## config.mk

```make
export PLATFORM = sky130hd
export DESIGN_NAME = key_sched_ctrl
export DESIGN_NICKNAME = d
export VERILOG_FILES = /design/src/rtl/key_sched_ctrl.sv
export SDC_FILE = /design/constraint.sdc
export NUM_CORES = 1
export LEC_CHECK = 0
export ABC_CLOCK_PERIOD_IN_PS = 10700
export CAP_MARGIN = 20
export CORE_AREA = 5 5 204 206
export DETAILED_ROUTE_END_ITERATION = 10
export DIE_AREA = 0 0 209 211
export GPL_TIMING_DRIVEN = 0
export PLACE_DENSITY_LB_ADDON = 0.15
export SLEW_MARGIN = 5
export SYNTH_ARGS = -nofsm -noshare
export SYNTH_HDL_FRONTEND = slang
export SYNTH_SLANG_ARGS = --single-unit
```

## constraint.sdc

```tcl
create_clock -name clk -period 10.7 [get_ports clk]
set_clock_uncertainty 0.2 [all_clocks]
set_input_delay 1.07 -clock clk [delete_from_list [all_inputs] [get_ports clk]]
set_output_delay 1.07 -clock clk [all_outputs]
set_load 0.02 [all_outputs]
```

## src/rtl/key_sched_ctrl.sv

```systemverilog
`default_nettype none
// +----------------------------------------------------------------------------+
// | Module      : key_sched_ctrl                                               |
// | Description : AES key-expansion sequencer. Invalidates keymem, then writes |
// |               the cipher key and NR expanded round keys to addr 0..NR.     |
// | Revision    : 1.0  initial release                                         |
// +----------------------------------------------------------------------------+
module key_sched_ctrl #(
  parameter int NR     = 10,
  parameter int KEY_W  = 128,
  parameter int ADDR_W = 4
) (
  input  logic              clk,
  input  logic              reset,
  input  logic [KEY_W-1:0]  key_in,
  input  logic              key_valid,
  output logic              key_ready,
  output logic [KEY_W-1:0]  exp_key_out,
  output logic [ADDR_W-1:0] exp_round,
  input  logic [KEY_W-1:0]  exp_key_in,
  output logic              km_w_en,
  output logic [ADDR_W-1:0] km_waddr,
  output logic [KEY_W-1:0]  km_wkey,
  output logic              km_reset_valid_bits,
  output logic              busy,
  output logic              done,
  output logic              key_loaded
);

  // The round index doubles as the keymem address, so NR must also fit in ADDR_W.
  if (NR < 1 || NR > 14 || NR >= (1 << ADDR_W)) begin : g_nr_check
    $error("key_sched_ctrl: NR must be in 1..14 and fit in ADDR_W bits");
  end

  localparam logic [ADDR_W-1:0] c_last_round = ADDR_W'(NR);

  typedef enum logic [2:0] {
    S_IDLE   = 3'd0,
    S_CLEAR  = 3'd1,
    S_WR0    = 3'd2,
    S_EXPAND = 3'd3,
    S_DONE   = 3'd4
  } state_t;

  state_t              state_q, state_d;
  logic [ADDR_W-1:0]   round_q, round_d;
  logic [KEY_W-1:0]    cur_key_q, cur_key_d;
  logic                key_loaded_q, key_loaded_d;

  always_ff @(posedge clk or posedge reset) begin
    if (reset) begin
      state_q      <= S_IDLE;
      round_q      <= '0;
      cur_key_q    <= '0;
      key_loaded_q <= 1'b0;
    end else begin
      state_q      <= state_d;
      round_q      <= round_d;
      cur_key_q    <= cur_key_d;
      key_loaded_q <= key_loaded_d;
    end
  end

  always_comb begin
    state_d             = state_q;
    round_d             = round_q;
    cur_key_d           = cur_key_q;
    key_loaded_d        = key_loaded_q;
    key_ready           = 1'b0;
    exp_key_out         = '0;
    exp_round           = '0;
    km_w_en             = 1'b0;
    km_waddr            = '0;
    km_wkey             = '0;
    km_reset_valid_bits = 1'b0;
    done                = 1'b0;

    unique case (state_q)
      S_IDLE: begin
        key_ready = 1'b1;
        if (key_valid) begin
          cur_key_d    = key_in;
          round_d      = '0;
          key_loaded_d = 1'b0;
          state_d      = S_CLEAR;
        end
      end
      S_CLEAR: begin
        km_reset_valid_bits = 1'b1;
        state_d             = S_WR0;
      end
      S_WR0: begin
        km_w_en  = 1'b1;
        km_waddr = '0;
        km_wkey  = cur_key_q;
        round_d  = ADDR_W'(1);
        state_d  = S_EXPAND;
      end
      S_EXPAND: begin
        // Round function is combinational: its result is written this same cycle.
        exp_key_out = cur_key_q;
        exp_round   = round_q;
        km_w_en     = 1'b1;
        km_waddr    = round_q;
        km_wkey     = exp_key_in;
        cur_key_d   = exp_key_in;
        if (round_q == c_last_round) begin
          round_d = '0;
          state_d = S_DONE;
        end else begin
          round_d = round_q + ADDR_W'(1);
        end
      end
      S_DONE: begin
        done         = 1'b1;
        key_loaded_d = 1'b1;
        state_d      = S_IDLE;
      end
      default: begin
        state_d = S_IDLE;
      end
    endcase
  end

  assign busy       = (state_q != S_IDLE);
  assign key_loaded = key_loaded_q;

endmodule
`default_nettype wire

```

==> reports/metrics.yaml, run 1 <==
outcome: "completed"
final_antenna_net_count: 0
cts_made_buffers: 17
yosys_warnings: 0
nFillCells: 3886
grt_use_total_pct: 19.3
cts_root_buf: "clkbuf_16"
first_global_vias: 9551
synth-seq-cells: 136
p_sw_mw: 2.57
core_area_um2: 39500
nets: 1705
synthCells: 896
setup_viol: 0
synthesis.area_um2: 10100
synth.largest_area_cell: "dfrtp_1"
syn-num-nets: 1157
fin_cells: 1978
areaGrowthSynthToFinish_pct: 65.0
placed_cells: 1950
hold_path.class: "reg2reg"
drc: 0
path_max_fanout: 10
synth.top_cell.area_share_pct: 33.8
grt_max_degree: 71
setup_slack_ps: 6080
cts_sinks: 136
whs_ps: 284
post_cts_buffers: 0
postPlaceCellArea_um2: 16000
overflow: 0
synthAdderAreaFrac_pct: 0.249
max_freq_ghz: 0.216
die_w_um: 209
seq_area_frac_synth_pct: 33.8
design_area_um2: 16600
rsz0062_at_grt: "no"
internal-power_mw: 3.34
total_power_mw: 5.91
cts.path.max_buffers: 2
gp_congestion: 0.823
diodes: 0
drtIter0Drc: 318
wl_per_cell_um: 22.4
tightestPinTransition_ps: 885
power-per-cell-area_nw_per_um2: 356
required_ps: 9430
yosysUniqueCellTypes: 36
power_leakage_nw: 7.19
start_kind: "flop"
htreeDepth: 4
pwr-share-seq_pct: 16.6
slew_headroom_pct: 41.0
drtPass1Iterations: 4
dieArea_um2: 44100
ys_top_cells_by_area: "dfrtp_1 (34%), mux2_1 (13%), mux2_4 (13%), mux2i_1 (13%), and2_1 (8.1%)"
insertion_delay_ps: 440
grt_pass1_wl_mm: 64.2
synth_top_family_by_area: "multiplexers"
antenna_found_initial: 2
cts_resized: 0
synth-simple-area-share_pct: 14.1
period_minus_slack_ps: 4620
cts_tree: "yes"
finish.utilization_pct: 42.1
num_io_pins: 529
crit_type: "reg2out"
power_frac_clock_pct: 10.4
hold_viol_final: 0
finalSetupTns_ps: 0
place_worst_setup_slack_ps: 6380
max_cap_violations: 0
vias: 8788
routed_wl_mm: 44.4
io_buffers: 528
initial_core_util_pct: 25.5
synth_xor_area_share_pct: 0.0870
synth-compound-area-share_pct: 0.920
layout-drive-gt1-share_pct: 14.6
clk_pin_slew_ps: 60
fp.dieH_um: 211
vias_per_cell: 4.44
arrival_ps: 3350
endpoint_kind: "output port"
cts_hold_buf: 0
max-vdd-ir-drop_v: 0.000153
fin_crit_sh_pct: 43.2
syn_avg_cell_area_um2: 11.2
hpwl_mm: 34.2
p_sw_share_pct: 43.5
p_comb_share_pct: 73.0
fp-row-count: 73
finalMaxSlewViolations: 0
synth_mux_area_share_pct: 44.6
r2r_setup_slack_ps: 8520
critical path, cell delays in order, from the launching register on:
cell	delay (ps)
dfrtp_1	470
and3b_1	250
clkbuf_1	420
buf_2	420
clkbuf_1	440
and2_1	250
clkdlybuf4s50_1	660
layer usage:
| layer | up-vias | routed length, um | global-route usage, % |
|---|---|---|---|
| li1 | 4156 | - | - |
| met1 | 4284 | 18300 | 22.7 |
| met2 | 320 | 22300 | 34.2 |
| met3 | 24 | 3280 | 6.77 |
| met4 | 4 | 484 | 3.78 |
| met5 | - | 27 | 0 |
cells in the final DEF, fill, tap and decap left out, types with 11 or more instances in the layout:
cell type        count
and2_1             131
buf_6               11
nor2_1             132
clkbuf_16           17
mux2i_1            128
clkbuf_1            32
dfrtp_1            136
mux2_1             120
mux2_4              87
mux2_2              49
buf_2               20
clkdlybuf4s50_1    528
cell families (layout without fill, tap and decap cells):
family,Yosys count,count (layout)
AND/OR/NAND/NOR,278,278
AO/OA/AOI/OAI,12,12
flip-flops,136,136
multiplexers,384,384
XOR/XNOR,1,1
buffers and inverters,83,640
adder cells (fa/ha/maj),2,2
power by group through the flow:
stage               logic, mW  registers [mW]  clock network, mW
finish                   4.32           0.984              0.613
global route             4.58            1.02              0.653
CTS                      4.41           0.983              0.634
detailed placement       4.38           0.988                  0
global placement         4.39           0.981                  0
floorplan                2.64           0.924                  0
cell usage after synthesis, drive strengths merged:
library cell and number:
a211o 1, a21o 1, a21oi 5, and2 131
and3 1, and3b 1, buf 50, clkbuf 27
dfrtp 136, ha 2, inv 6, mux2 256
mux2i 128, nand2 3, nand2b 2, nand3 1
nand3b 2, nor2 132, nor2b 1, nor3 1
nor3b 1, o21ai 1, o221ai 1, o2bb2ai 3
or3 1, or3b 1, xor2 1
worst paths after layout:
check	start	cells past startpoint	endpoint
worst max-delay path	state_q[2]	6	exp_key_out[117]
worst min-delay path	key_loaded	1	key_loaded
worst max register to register	state_q[2]	5	round_q[2]
worst min register to register	key_loaded	1	key_loaded
max in group asynchronous	reset	3	cur_key_q[92]
min in group asynchronous	reset	2	cur_key_q[28]
final cells by class:
| type | instances | area, um2 | share of cell area [%] |
|---|---|---|---|
| Inverter | 6 | 30.0 | 0.181 |
| Buffer | 77 | 602 | 3.62 |
| Timing Repair Buffer | 529 | 5310 | 32.0 |
| Clock buffer | 24 | 472 | 2.84 |
| Clock inverter | 4 | 95.1 | 0.573 |
| Sequential cell | 136 | 3400 | 20.5 |
| Tap cell | 525 | 657 | 3.96 |
| Multi-Input combinational cell | 677 | 6040 | 36.3 |
state kept, by name, summed over array words and instances, names as in the netlist:
signal and count:
state_q 3, round_q 4, key_loaded 1, cur_key_q 128
No activity file was read; power rests on OpenSTA's default activity.
==> run 2, diff against run 1 <==
--- a/config.mk
+++ b/config.mk
@@ -5,11 +5,11 @@
 export SDC_FILE = /design/constraint.sdc
 export NUM_CORES = 1
 export LEC_CHECK = 0
-export ABC_CLOCK_PERIOD_IN_PS = 10700
+export ABC_CLOCK_PERIOD_IN_PS = 4300
 export CAP_MARGIN = 20
-export CORE_AREA = 5 5 204 206
+export CORE_AREA = 5 5 205 207
 export DETAILED_ROUTE_END_ITERATION = 10
-export DIE_AREA = 0 0 209 211
+export DIE_AREA = 0 0 210 212
 export GPL_TIMING_DRIVEN = 0
 export PLACE_DENSITY_LB_ADDON = 0.15
 export SLEW_MARGIN = 5
==> constraint.sdc (replaced) <==
create_clock -name clk -period 4.3 [get_ports clk]
set_clock_uncertainty 0.2 [all_clocks]
set_input_delay 0.43 -clock clk [delete_from_list [all_inputs] [get_ports clk]]
set_output_delay 0.43 -clock clk [all_outputs]
set_load 0.02 [all_outputs]
==> run 2 against run 1 <==
  * First-iteration DRC count shrank 13%
  * Die area grew 0.95%
  * Via count shrank 0.33%
  * Power grew 150%
  * Count of clock-buffer cells in the layout is the same
==> reports/metrics.yaml, run 2 (synthesis results as in run 1) <==
outcome: "completed"
max_cap_violations: 0  # unchanged
arrival_ps: 3340  # about the same
seqCellArea_um2: 3400  # unchanged
finalSetupTns_ps: 0  # unchanged
final_antenna_net_count: 0  # unchanged
r2r_setup_slack_ps: 2140  # -6380 ps
start_kind: "flop"
grt_use_total_pct: 19.2  # -0.067 points
cp-endpoint: "km_wkey[115]"
fp-row-count: 74  # +1.4%
num_io_pins: 529  # unchanged
timing.critical_path.from: "state_q[2]"
hpwl_mm: 34.4  # +0.51%
cts_root_buf: "clkbuf_16"
vias: 8759  # -0.33%
finish.utilization_pct: 41.4  # -0.74 points
top_register: "cur_key_q"
cp_top_family: "buffers and inverters"
postPlaceCellArea_um2: 16100  # about the same
htreeDepth: 4  # unchanged
layout_common_cells: "clkdlybuf4s50_1 (528), dfrtp_1 (136), nor2_1 (132), and2_1 (131), mux2i_1 (128)"
largest_register_ffs: 128  # unchanged
io_buffers: 528  # unchanged
ff2ff_path_depth: 5  # unchanged
core_area_um2: 40200  # +1.8%
initial_core_util_pct: 25.0  # -0.46 points
whs_ps: 205  # -79.3 ps
worstReg2RegStart: "state_q[2]"
areaGrowthSynthToFinish_pct: 65.1  # about the same
cts_sinks: 136  # unchanged
max_stage_delay_ps: 700  # +40 ps
crit_cells: 5  # -1
die_w_um: 210  # +0.48%
r2r-end: "round_q[1]"
max_freq_ghz: 0.252
grt_pass1_wl_mm: 63.8  # -0.76%
fin_crit_sh_pct: 92.4
dieArea_um2: 44500  # +0.95%
routed_wl_mm: 44.6  # +0.43%
antenna_found_initial: 6  # +4
hold_viol_final: 0  # unchanged
layout-drive-gt1-share_pct: 15.0  # +0.44 points
design_area_um2: 16600  # about the same
path_buf_inv: 3  # -1
first_global_vias: 9337  # -2.2%
overflow: 0  # unchanged
power-per-cell-area_nw_per_um2: 883  # +150%
insertion_delay_ps: 440  # about the same
endpoint_kind: "output port"
slew_headroom_pct: 41.9  # +0.87 points
setup_viol: 0  # unchanged
wl_per_cell_um: 22.4  # -0.23%
rsz0062_at_grt: "no"
cts_made_buffers: 17  # unchanged
nets: 1705  # unchanged
top_regs: "cur_key_q x128, round_q x4, state_q x3"
drc: 0  # unchanged
nFillCells: 3971  # +2.2%
finalMaxSlewViolations: 0  # unchanged
grt_max_degree: 85  # +20%
post_cts_buffers: 0  # unchanged
hold_path.class: "in2async"
required_ps: 3670  # -5760 ps
cts_hold_buf: 0  # unchanged
tightestPinTransition_ps: 872  # -13.0 ps
gp_congestion: 0.839  # +1.9%
period_minus_slack_ps: 3970
max-vdd-ir-drop_v: 0.000318  # +110%
path_max_fanout: 10  # unchanged
cts.path.max_buffers: 2  # unchanged
cts_tree: "yes"
cpMaxStageDelayCell: "clkbuf_1"
vias_per_cell: 4.40  # -0.98%
clk_pin_slew_ps: 60  # about the same
cts_resized: 0  # unchanged
crit_type: "reg2out"
fp.dieH_um: 212  # +0.47%
drtPass1Iterations: 4  # unchanged
multi_input_area_um2: 6040  # unchanged
drtIter0Drc: 276  # -13%
power_leakage_nw: 7.19  # about the same
cpMostUsedCell: "clkbuf_1"
crit_chain: "nand2b_1, clkbuf_1, clkbuf_1, nor2_1, clkdlybuf4s50_1"
final_common_cell: "clkdlybuf4s50_1"
-- run 2: cell types whose count changed in the layout (fill, tap and decap cells not counted), sizes merged --
cell | previous run | this run
diode | 0 | 2
bufinv | 3 | 1
clkinv | 1 | 5
clkinvlp | 0 | 2
-- run 2: area by class of cell --
| cell class | instances | share of cell area [%] |
|---|---|---|
| Antenna cell | 2 | 0.0301 |
| Timing Repair Buffer | 529 | 32.0 |
| Tap cell | 532 | 4.01 |
| Buffer | 77 | 3.63 |
| Clock buffer | 24 | 2.96 |
| Inverter | 6 | 0.181 |
| Clock inverter | 8 | 0.422 |
| Sequential cell | 136 | 20.5 |
| Multi-Input combinational cell | 677 | 36.3 |
-- run 2: where the power goes --
part | switching, mW | internal, mW | leakage [nW]
Sequential | 0.483 | 1.97 | 1.59
Combinational | 5.33 | 5.42 | 5.32
Clock | 0.624 | 0.853 | 0.276
-- run 2: worst register-to-register path, delay by kind of cell (launching register included) --
family | cells | cell delay [ps]
compound gates | 1 | 170
buf+inv | 2 | 830
flops | 1 | 480
simple gates | 2 | 410
-- run 2: worst min-delay path by stage --
stage / start / endpoint / slack [ps] / depth (start not counted)
2_1_floorplan: cur_key_q[0] / cur_key_q[0] / 270 / 1
3_3_place_gp: key_loaded / key_loaded / 270 / 1
3_5_place_dp: key_loaded / key_loaded / 280 / 1
4_1_cts: reset / round_q[3] / 210 / 2
5_1_grt: reset / cur_key_q[26] / 210 / 2
6_report: reset / cur_key_q[26] / 200 / 2
-- run 2: per-stage QoR --
| stage | setup WS [ps] | std cells | power [mW] |
|---|---|---|---|
| 2_1_floorplan | 30.5 | 896 | 8.87 |
| 3_3_place_gp | -3020 | 1956 | 13.4 |
| 3_5_place_dp | 625 | 1957 | 13.4 |
| 4_1_cts | 120 | 1989 | 14.9 |
| 5_1_grt | 109 | 1991 | 15.5 |
| 6_report | 328 | 1991 | 14.7 |
-- run 2: metal layers --
layer / routed length, um / track usage [%] / vias up
met5: 61 / 0 / -
li1: - / - / 4167
met3: 3830 / 7.76 / 42
met4: 703 / 4.66 / 8
met2: 21300 / 32.4 / 319
met1: 18700 / 23.0 / 4223
